`src/rtl/stbuf_pkg.sv`:
```
// stbuf_pkg: shared types and constants for the store buffer.
//   stbuf_entry_t  one buffered store {addr, data, mask}
//   stbuf_state_e  memory-port FSM states
//   WORD_LSB       number of byte-offset bits below the word address
//   FULL_MASK      byte enables used for word reads
package stbuf_pkg;

  localparam int unsigned WORD_LSB  = 2;
  localparam logic [3:0]  FULL_MASK = 4'b1111;

  // addr holds the full byte address; stores are sized for AW <= 32
  typedef struct packed {
    logic [31:0] addr;
    logic [31:0] data;
    logic [3:0]  mask;
  } stbuf_entry_t;

  typedef enum logic [1:0] {
    IDLE = 2'd0,
    WR   = 2'd1,
    RD   = 2'd2
  } stbuf_state_e;

endpackage

```
`src/rtl/stbuf_match.sv`:
```
// stbuf_match: combinational load-vs-buffer word compare.
//   ent_word/ent_mask  word address and byte mask of every slot
//   rd_ptr, count      locate the valid slots in age order (oldest at rd_ptr)
//   ld_word, ld_mask   word address and bytes needed by the load
//   conflict           some valid entry overlaps the load's bytes
//   hit_idx            slot of the youngest overlapping entry
//   hit_cover          that youngest entry supplies every byte of ld_mask
module stbuf_match
  import stbuf_pkg::*;
#(
  parameter int unsigned DEPTH = 4,
  parameter int unsigned WW    = 30
) (
  input  logic [WW-1:0]              ent_word [DEPTH],
  input  logic [3:0]                 ent_mask [DEPTH],
  input  logic [$clog2(DEPTH)-1:0]   rd_ptr,
  input  logic [$clog2(DEPTH):0]     count,
  input  logic [WW-1:0]              ld_word,
  input  logic [3:0]                 ld_mask,
  output logic                       conflict,
  output logic [$clog2(DEPTH)-1:0]   hit_idx,
  output logic                       hit_cover
);

  localparam int unsigned PW = $clog2(DEPTH);

  logic [PW-1:0] idx;
  logic [3:0]    ov;

  // Walk oldest to youngest so the last hit seen is the youngest one.
  always_comb begin
    conflict  = 1'b0;
    hit_idx   = '0;
    hit_cover = 1'b0;
    idx       = '0;
    ov        = '0;
    for (int unsigned k = 0; k < DEPTH; k++) begin
      idx = rd_ptr + PW'(k);
      ov  = ent_mask[idx] & ld_mask;
      if (((PW+1)'(k) < count) && (ent_word[idx] == ld_word) && (ov != '0)) begin
        conflict  = 1'b1;
        hit_idx   = idx;
        hit_cover = (ov == ld_mask);
      end
    end
  end

endmodule

```
`src/rtl/store_buffer.sv`:
```
// store_buffer: posted-write buffer between the core load/store port and a
// multi-cycle data memory. Stores are queued and drained in order over a
// req/ack port; loads stall only while they depend on buffered stores.
//   clk, reset                 clock, synchronous active-low reset
//   st_valid/addr/data/mask    store in, st_ready = not full
//   ld_valid/addr/mask         load in, ld_ready/ld_data = load result
//   mem_req/we/addr/wdata/mask memory request, held until mem_ack
//   mem_ack/mem_rdata          memory completion and read data
//   empty, full                buffer occupancy flags
// Build option: define STBUF_FWD_EN to return a load straight from the
// youngest matching entry when that entry covers every requested byte.
module store_buffer
  import stbuf_pkg::*;
#(
  parameter int unsigned DEPTH = 4,
  parameter int unsigned AW    = 32,
  parameter int unsigned DW    = 32
) (
  input  logic          clk,
  input  logic          reset,
  input  logic          st_valid,
  input  logic [AW-1:0] st_addr,
  input  logic [DW-1:0] st_data,
  input  logic [3:0]    st_mask,
  output logic          st_ready,
  input  logic          ld_valid,
  input  logic [AW-1:0] ld_addr,
  input  logic [3:0]    ld_mask,
  output logic          ld_ready,
  output logic [DW-1:0] ld_data,
  output logic          mem_req,
  output logic          mem_we,
  output logic [AW-1:0] mem_addr,
  output logic [DW-1:0] mem_wdata,
  output logic [3:0]    mem_mask,
  input  logic          mem_ack,
  input  logic [DW-1:0] mem_rdata,
  output logic          empty,
  output logic          full
);

  localparam int unsigned PW = $clog2(DEPTH);
  localparam int unsigned WW = AW - WORD_LSB;

  stbuf_entry_t  entries [DEPTH];
  logic [PW-1:0] rd_ptr, wr_ptr;
  logic [PW:0]   count;
  stbuf_state_e  state, state_nx;

  logic          st_fire, pop, fwd;
  logic          conflict, hit_cover;
  logic [PW-1:0] hit_idx;
  logic [WW-1:0] ent_word [DEPTH];
  logic [3:0]    ent_mask [DEPTH];
  logic          unused_bits;

  assign full     = (count == (PW+1)'(DEPTH));
  assign empty    = (count == '0);
  assign st_ready = ~full;
  assign st_fire  = st_valid & ~full;
  assign pop      = (state == WR) & mem_ack;

  always_comb begin
    unused_bits = ^ld_addr[WORD_LSB-1:0];
    for (int unsigned k = 0; k < DEPTH; k++) begin
      ent_word[k] = entries[k].addr[AW-1:WORD_LSB];
      ent_mask[k] = entries[k].mask;
      unused_bits = unused_bits ^ (^entries[k].addr[WORD_LSB-1:0]);
    end
`ifndef STBUF_FWD_EN
    unused_bits = unused_bits ^ hit_cover ^ (^hit_idx);
`endif
  end

  stbuf_match #(
    .DEPTH (DEPTH),
    .WW    (WW)
  ) u_match (
    .ent_word  (ent_word),
    .ent_mask  (ent_mask),
    .rd_ptr    (rd_ptr),
    .count     (count),
    .ld_word   (ld_addr[AW-1:WORD_LSB]),
    .ld_mask   (ld_mask),
    .conflict  (conflict),
    .hit_idx   (hit_idx),
    .hit_cover (hit_cover)
  );

`ifdef STBUF_FWD_EN
  // No forwarding during RD: that read was issued with no conflict present.
  assign fwd = ld_valid & conflict & hit_cover & (state != RD);
`else
  assign fwd = 1'b0;
`endif

  // Storage needs no reset: slots are only read while counted valid.
  always_ff @(posedge clk) begin
    if (st_fire) begin
      entries[wr_ptr] <= '{addr: 32'(st_addr), data: st_data, mask: st_mask};
    end
  end

  always_ff @(posedge clk) begin
    if (!reset) begin
      state  <= IDLE;
      rd_ptr <= '0;
      wr_ptr <= '0;
      count  <= '0;
    end else begin
      state <= state_nx;
      if (st_fire) wr_ptr <= wr_ptr + PW'(1);
      if (pop)     rd_ptr <= rd_ptr + PW'(1);
      case ({st_fire, pop})
        2'b10:   count <= count + (PW+1)'(1);
        2'b01:   count <= count - (PW+1)'(1);
        default: count <= count;
      endcase
    end
  end

  // A store accepted this cycle is already at the head when the buffer is
  // empty, so the drain can start on the next cycle.
  always_comb begin
    state_nx = state;
    case (state)
      IDLE: begin
        if (ld_valid && !conflict)  state_nx = RD;
        else if (!empty || st_fire) state_nx = WR;
      end
      WR:      if (mem_ack) state_nx = IDLE;
      RD:      if (mem_ack) state_nx = IDLE;
      default: state_nx = IDLE;
    endcase
  end

  always_comb begin
    mem_req   = (state != IDLE);
    mem_we    = (state == WR);
    mem_wdata = entries[rd_ptr].data;
    mem_mask  = (state == WR) ? entries[rd_ptr].mask : FULL_MASK;
    mem_addr  = (state == RD) ? {ld_addr[AW-1:WORD_LSB], 2'b00}
                              : {entries[rd_ptr].addr[AW-1:WORD_LSB], 2'b00};
    ld_ready  = ((state == RD) & mem_ack) | fwd;
`ifdef STBUF_FWD_EN
    ld_data   = fwd ? entries[hit_idx].data : mem_rdata;
`else
    ld_data   = mem_rdata;
`endif
  end

endmodule

```
`config.mk`:
```
export PLATFORM = sky130hd
export DESIGN_NAME = store_buffer
export DESIGN_NICKNAME = d
export VERILOG_FILES = /design/src/rtl/stbuf_pkg.sv /design/src/rtl/stbuf_match.sv /design/src/rtl/store_buffer.sv
export SDC_FILE = /design/constraint.sdc
export NUM_CORES = 1
export LEC_CHECK = 0
export ABC_AREA = 1
export CAP_MARGIN = 20
export CORE_ASPECT_RATIO = 1.25
export CORE_MARGIN = 3
export CORE_UTILIZATION = 50
export CTS_CLUSTER_DIAMETER = 40
export CTS_CLUSTER_SIZE = 20
export DETAILED_ROUTE_END_ITERATION = 12
export PLACE_DENSITY = 0.83
export SLEW_MARGIN = 20
export SYNTH_ARGS = -nofsm -noshare
export SYNTH_HDL_FRONTEND = slang
export SYNTH_SLANG_ARGS = --single-unit
```
`constraint.sdc`:
```
create_clock -name clk -period 4.6 [get_ports clk]
set_input_delay 0.46 -clock clk [delete_from_list [all_inputs] [get_ports clk]]
set_output_delay 0.46 -clock clk [all_outputs]
set_load 0.01 [all_outputs]
```
## Yosys cells after proc, flatten, opt, wreduce, memory -nomap -nowiden

Memories as Yosys holds them, arrays and structs flattened. A register that Yosys moved wholly into a read port is not among the register bits.
Cells that the tools add are included.

| storage, ports and cells | value |
|---|---|
| RAM bits | 272 |
| word-level logic and storage cells | 103 |
| output and inout bits | 106 |
| memories | 1 |
| register bits after elaboration | 9 |
| input port bits | 141 |

Memories:

| name | words | bits a word | read ports | clocked after memory_dff | write ports | line | text |
|---|---|---|---|---|---|---|---|
| entries | 4 | 68 | 5 | 1 | 1 | store_buffer.sv:45 | `stbuf_entry_t entries [DEPTH];` |

| cells by class | value |
|---|---|
| reductions and logical operators | 22 |
| eq/ne operators | 11 |
| bitwise logic cells | 12 |
| add/subtract/negate cells | 6 |
| $lt $le $gt $ge | 8 |
| muxes and demuxes | 39 |

Operators by type and width:

| cell | count |
|---|---|
| 30-bit binary-select mux with 2-bit select | 4 |
| 30-bit two-way mux | 8 |
| 30-bit == test | 4 |
| 4-bit two-way mux | 9 |
| 4-bit binary-select mux with 2-bit select | 4 |
| 32-bit two-way mux | 1 |
| 4-bit bitwise AND | 4 |
| 4-bit nonzero test | 4 |
| 3-bit >= comparator (second input constant) | 4 |
| 2-bit inverter with 3-bit output | 4 |
| 2-bit two-way mux | 5 |
| 1-bit logical AND | 9 |
| 1-bit by 3-bit less-than comparator with 1-bit output (first input constant) | 2 |
| 2-bit by 3-bit less-than comparator with 1-bit output (first input constant) | 2 |
| 1-bit two-way mux | 6 |
| 3-bit one-hot mux with 2 select lines | 1 |
| 2-bit by 1-bit adder with 2-bit output (second input constant) | 2 |
| 2-bit adder (second input constant) | 2 |
| 2-bit by 1-bit == test with 1-bit output (second input constant) | 2 |
| 2-bit == test (second input constant) | 2 |
| 2-bit one-hot mux with 2 select lines | 1 |
| 2-bit nonzero test | 2 |
| 3-bit by 1-bit adder with 3-bit output (second input constant) | 1 |
| 1-bit bitwise AND | 3 |
| 11 further kinds | 12 |

## Logic depth before layout (Yosys ltp)

Gate-level depths: netlist of the first run.

| logic depth | value |
|---|---|
| depth in word-level cells | 15 |
| gate-level depth with buffers | 20 |
| mapped depth without buffers | 18 |

## By module

Synthesis of the first run repeated with hierarchy kept, for this count alone.

| second synthesis, totals | value |
|---|---|
| cell total of the unflattened synthesis | 2201 |
| area, all modules | 16657.2 um^2 |

By module, submodules not included:

| module | instances | area an instance (um^2) | seq. area each (um^2) | cells each |
|---|---|---|---|---|
| store_buffer | 1 | 11001.8 | 8147.8 | 869 |
| stbuf_match | 1 | 5655.4 | 0.0 | 1332 |

## Worst setup path after synthesis of the first run

OpenSTA, ideal clock, no wires.

| timing path | value |
|---|---|
| path kind | register -> register |
| start point | register count[0] |
| end point | memory entries[0][0] in the netlist's numbering (enable) |
| library setup time | 490 ps |
| cell stages (with the launch flop) | 8 |
| clock period less this slack | 4378 ps |
| path buffers | 0 |
| path slack | 222 ps |
| required time | 4110 ps |
| data arrival time | 3888 ps |
| cell sequence | dfxtp_1 inv_1 ha_1 nand2_1 inv_1 nor2_1 inv_1 nor2_1 |

| on the way | value |
|---|---|
| longest elaborated chain between the ends | 5 |

RTL lines:

| element | line | text |
|---|---|---|
| start: declaration | store_buffer.sv:47 | `logic [PW:0] count;` |
| start signal: assignment | store_buffer.sv:115 | `2'b10: count <= count + (PW+1)'(1);` |
| start signal: assignment | store_buffer.sv:116 | `2'b01: count <= count - (PW+1)'(1);` |
| start signal: assignment | store_buffer.sv:117 | `default: count <= count;` |
| 3-bit == test | store_buffer.sv:57 | `assign full = (count == (PW+1)'(DEPTH));` |
| 1-bit inverter | -- |  |
| net st_ready | store_buffer.sv:25 | `output logic st_ready,` |
| 1-bit bitwise AND | store_buffer.sv:60 | `assign st_fire = st_valid & ~full;` |
| 1-bit two-way mux | store_buffer.sv:99 | `if (st_fire) begin` |
| 1-bit two-way mux (not written as such) | store_buffer.sv:100 | `entries[wr_ptr] <= '{addr: 32'(st_addr), data: st_data, mask: st_mask};` |
| end: declaration | store_buffer.sv:45 |  |

The timed path passes the listed nets, and every way through them passes these cells.

==> results of run 1 <==
kinds of logic (layout without fill, tap and decap cells):
| kind of cell | after synthesis | after routing |
|---|---|---|
| fa+ha+maj | 12 | 12 |
| simple gates | 1189 | 1189 |
| other cells | 1 | 5 |
| flops | 275 | 275 |
| xor+xnor | 18 | 18 |
| compound gates | 350 | 350 |
| buf+inv | 288 | 408 |
worst max-delay path: cells and delay by family, from the launching register on:
family                 cells  cell delay, ns
AO/OA/AOI/OAI              2            0.44
buffers and inverters      3            2.01
flip-flops                 1            0.59
report_power, final:
group | internal [W] | leakage (nW) | switching (W)
logic | 0.000587 | 4.93 | 0.000944
clock network | 0.00190 | 0.662 | 0.00119
registers | 0.00289 | 2.52 | 0.0000698
total | 0.00537 | 8.11 | 0.00221
area by class of cell:
type	instances	area [µm²]	area share, %
sequential	275	8158	41.63
multi-input combinational	1571	7059	36.02
timing repair buffer	198	1964	10.02
clock buffer	42	987.2	5.037
inverter	141	531.8	2.713
tap	412	515.5	2.630
clock inverter	27	374.1	1.909
antenna	3	7.507	0.03831
flip-flops by register name, indices dropped and copies added (netlist names), named ones only:
signal,cells
count,3
entries,264
rd_ptr,2
state,2
wr_ptr,2
path summary, 6_finish.rpt:
path	cells past startpoint	startpoint	slack (ns)	to
worst min-delay path	2	state[1]	0.50	state[1]
worst max register to register	19	rd_ptr[0]	1.00	state[0]
worst max-delay path	5	flop	0.53	mem_wdata[1]
worst min register to register	2	state[1]	0.50	state[1]
synth_stat cells, types with 2 or more instances:
library cell and instances:
nand2_1 719, nand3_1 266, edfxtp_1 264, o21ai_0 201, nor2_1 187, inv_1 136, a21oi_1 61, buf_4 48
clkbuf_1 48, o22ai_1 32, a31oi_1 30, buf_2 30, xor2_1 18, buf_6 12, ha_1 12, nand4_1 12
dfxtp_1 11, o21ai_1 11, o211ai_1 10, buf_1 9, clkinv_1 3, o221ai_1 3, inv_2 2, nand3b_1 2
metrics by stage:
stage	cell area, µm²	setup slack [ns]	power, W
after floorplan	16560	0.2219	0.003939
after global placement	18230	1.183	0.004474
after detailed placement	18230	1.115	0.004517
after CTS	19590	0.5255	0.007603
after global routing	19600	0.3357	0.007903
final	19600	0.5280	0.007575
routing by layer:
metal	routed length [µm]	share of wire, %
met1	17570	37
met2	23500	49
met3	4368	9.1
met4	2569	5.3
met5	36	0.075
==> out/results.ini, run 1 <==
[run_status]
status = finished, final reports clean

[global_route]
grtUsageMet3_pct = 6.217
gr-max-usage-layer = met2
grt_max_degree = 101
met2_usage_pct = 45.77
grt_pass1_vias = 14985
grt_usage_pct = 26.45
antenna_found_initial = 6
grt_pass1_wl_mm = 75.20
grt_overflow_total = 0
grt.met1_usage_pct = 30.18

[yosys]
ys_seq_area_share_pct = 49.20
async_flop_share_pct = 0
yosys_warnings = 0
synth_top_family_by_area = simple AND/OR/NAND/NOR gates
netlist-cell-type-count = 30
ys_ff_latch = 275
synth_compound_area_share_pct = 11.30
synth-simple-area-share_pct = 29.23
synth_edf_count = 264
synthTopCellsByArea = edfxtp_1 48%, nand2_1 16%, nand3_1 8.0%, o21ai_0 6.1%, nor2_1 4.2%
mappedNetlistArea_um2 = 16560
synth_top_area_share_pct = 47.87
synth_xor_area_share_pct = 0.9520
synthFlopType = edfxtp_1
synth_fa_ha_area_share_pct = 0.9067
syn_avg_cell_area_um2 = 7.764
synth_top_area_cell = edfxtp_1
synth_mux_area_share_pct = 0
postSynthCellCount = 2133

[detailed_routing]
route.detailed.drc = 0
vias = 15463
wire_per_inst_um = 18.00
via_per_inst = 5.794
firstDrtPassIters = 9
postRouteAntennaNets = 0
dr.first_iter.drc_count = 1526
drt-total-wl_mm = 48.05

[floorplan]
rows = 73
die_x_um = 168.8
die_h_um = 209.5
die-area_um2 = 35350
ioPinCount = 247
core_um2 = 32240
initial_core_util_pct = 51.36

[setup_path]
crit_type = flop to primary output
worst_ep_arrival_time_ns = 3.61
crit_path_cell_trace = clkinv_2 > buf_4 > o21ai_0 > o22ai_1 > clkdlybuf4s50_1
start_kind = flop
cpPeakStageDelay_ns = 0.88
cp_max_fo = 67
worstPathRequired_ns = 4.14
cp-end-kind = primary output
slowest_stage = clkinv_2

[clock_network]
cts_hold_buf = 0
cts_sinks = 275
tritoncts = built
cts_root_buf = clkbuf_16
cts_inserted_buffers = 38
clk_pin_slew_ns = 0.05
cts-resized-gates = 0
h-tree-depth = 2
clk_path_buf_depth = 3
postCtsSetupBuffers = 0
clock_latency_ns = 0.53

[layout]
final_util_pct = 60.78
layout.cells.non_filler = 2669
final_common_cell = nand2_1
final_cell_mix = 718 x nand2_1, 266 x nand3_1, 264 x edfxtp_1
drive_above_1_share_pct = 4.481
syn_to_final_growth_pct = 18.35
nFillCells = 2735
nets = 2378

[power]
ir_drop_v = 0.0003036
power.density_nw_per_um2 = 386.5
power_leakage_nw = 8.113

[timing]
tns_ns = 0
maxSlewViolCount = 0
slew_headroom_pct = 26.62
finalCritPeriodShare_pct = 88.52
fmax_ghz = 0.2456
fin_skew_ns = 0.01583
hold_viol_final = 0
rsz0062_at_grt = no
hold-worst-slack_ns = 0.4997
tightest_slew_ns = 1.101
setup_violations = 0
min_period_ns = 4.072

[placed_design]
io_buffer_count = 176
placedCellCount = 2597
gp_congestion = 0.9150
dp_hpwl_mm = 31.11

[job]
drv_cap = 0

[min_path]
hp-class = flop to flop

Note: power is estimated with default switching activity, not from simulation.
==> run 2: changes to the inputs <==
CORE_UTILIZATION = 60   (was 50)
PLACE_DENSITY = 0.92   (was 0.83)
clock period = 5.02 ns   (was 4.6 ns; I/O delays follow)
==> run 2 against run 1 <==
Non-clock buffer count decreased by 2. Clock power down 23%. Worst hold slack improved by 0.012 ns. Critical endpoint is now mem_mask[2]. Largest power group is now sequential cells.
==> out/results.ini, run 2 (synthesis gave the netlist of run 1 again) <==
[floorplan]
ioPinCount = 247  ; unchanged
rows = 67  ; -8.2%
die_h_um = 191.7  ; -8.5%
die-area_um2 = 29640  ; -16%
die_x_um = 154.6  ; -8.4%
initial_core_util_pct = 61.35  ; +10 points
core_um2 = 26990  ; -16%

[timing]
slew_headroom_pct = 24.59  ; -2.0 points
tightest_slew_ns = 1.129  ; +0.02881 ns
fmax_ghz = 0.2337
maxSlewViolCount = 0  ; unchanged
fin_skew_ns = 0.01193  ; -0.003898 ns
min_period_ns = 4.279
hold_viol_final = 0  ; unchanged
finalCritPeriodShare_pct = 85.23
setup_violations = 0  ; unchanged
rsz0062_at_grt = no
tns_ns = 0  ; unchanged

[layout]
largest_register = entries
layout.cells.non_filler = 2588  ; -3.0%
nFillCells = 1918  ; -30%
nets = 2368  ; -0.42%
multiInputGateArea_um2 = 7059  ; unchanged
largest_register_ff_count = 264  ; unchanged
drive_above_1_share_pct = 3.975  ; -0.51 points
final_common_cell = nand2_1
seqCellArea_um2 = 8158  ; unchanged
final_cell_mix = 718 x nand2_1, 266 x nand3_1, 264 x edfxtp_1
syn_to_final_growth_pct = 16.31
reg.largest.list = entries: 264 flops, count: 3 flops

[clock_network]
cts_inserted_buffers = 30  ; -21%
clk_path_buf_depth = 3  ; unchanged
cts_sinks = 275  ; unchanged
cts_root_buf = clkbuf_16
tritoncts = built
h-tree-depth = 1  ; -1
cts-resized-gates = 0  ; unchanged
cts_hold_buf = 0  ; unchanged
clock_latency_ns = 0.57  ; +0.04 ns
postCtsSetupBuffers = 0  ; unchanged
clk_pin_slew_ns = 0.07  ; +0.02 ns

[global_route]
grt_pass1_wl_mm = 74.20  ; -1.3%
grt_max_degree = 94  ; -6.9%
met2_usage_pct = 52.69  ; +6.9 points
antenna_found_initial = 3  ; -3
grtUsageMet3_pct = 7.280  ; +1.1 points
grt_pass1_vias = 14764  ; -1.5%
gr-max-usage-layer = met2
grt.met1_usage_pct = 36.97  ; +6.8 points
grt_usage_pct = 31.15  ; +4.7 points
grt_overflow_total = 0  ; unchanged

[detailed_routing]
dr.first_iter.drc_count = 1516  ; -0.66%
postRouteAntennaNets = 0  ; unchanged
vias = 15672  ; +1.4%
firstDrtPassIters = 9  ; unchanged
route.detailed.drc = 0  ; unchanged
drt-total-wl_mm = 48.09  ; about the same
wire_per_inst_um = 18.58  ; +3.2%
via_per_inst = 6.056  ; +4.5%

[power]
power.density_nw_per_um2 = 337.7  ; -13%
ir_drop_v = 0.0003810  ; +25%
power_leakage_nw = 7.983  ; -1.6%
power_w = 0.006505  ; -14%

[setup_path]
r2r_end = state[0]
worstPathRequired_ns = 4.52  ; +0.38 ns
worst_ep_arrival_time_ns = 3.78  ; +0.17 ns
crit_type = flop to primary output
cp-end-kind = primary output
cp_max_fo = 61  ; -9.0%
r2r_setup_slack_ns = 1.51  ; +0.51 ns
start_kind = flop
ff2ff_path_depth = 18  ; -1
rr_startpoint = rd_ptr[1]

[placed_design]
placedCellCount = 2528  ; -2.7%
dp_hpwl_mm = 30.16  ; -3.1%
io_buffer_count = 176  ; unchanged
gp_congestion = 0.9264  ; +1.2%

[min_path]
hp-start = wr_ptr[0]
hold_depth = 1  ; -1
hold_path_end = wr_ptr[0]
hp-class = flop to flop

[run_status]
status = finished, final reports clean

[job]
drv_cap = 0  ; unchanged

## run 2: cell count changes in the layout (fill, tap and decap cells not counted), sizes merged
cell,change
clkinv,-3
diode,+1
bufinv,-3
clkinvlp,-1
buf,-2
clkbuf,-10
inv,+4
## run 2: layer usage
metal,part of all wire (%),routed length (µm)
met1,35,16710
met2,48,23060
met3,12,5676
met4,5.5,2626
met5,0.027,13
## run 2: area by class of cell
type,count,share of cell area [%]
Sequential cell,275,42.35
Multi-Input combinational cell,1571,36.65
Timing Repair Buffer,196,10.25
Clock buffer,32,4.047
Inverter,141,2.761
Tap cell,345,2.241
Clock inverter,24,1.643
Antenna cell,4,0.05197
## run 2: metrics by stage
stage               util, %  hold WS [ns]  worst slack (ns)  cell area, µm²
finish                71.35        0.5114            0.7413           19260
floorplan                 -        0.4578            0.6419           16560
CTS                   71.32        0.5118            0.8059           19250
detailed placement    67.26        0.4987             1.416           18150
global route          71.34        0.5372            0.5989           19260
global placement      67.26        0.4779             1.527           18150
## run 2: power breakdown
part	internal [W]	switching [W]	total [W]	leakage (nW)
clock	0.00131	0.00106	0.00237	0.535
combinational	0.000542	0.000891	0.00143	4.93
sequential	0.00264	0.0000562	0.00270	2.52
## run 2: worst max path at each step
stage	end	depth (start not counted)
floorplan	entries[0][0]	7
global placement	mem_mask[2]	6
detailed placement	mem_mask[2]	6
CTS	mem_mask[2]	6
global route	mem_mask[2]	6
finish	mem_mask[2]	6
## run 2: worst max-delay path: stages (launching register included)
cell and delay, ns:
dfxtp_4 0.63, clkinv_2 0.91, buf_4 0.62, nand2_1 0.10, o21ai_0 0.08, o221ai_1 0.21
clkdlybuf4s50_1 0.62
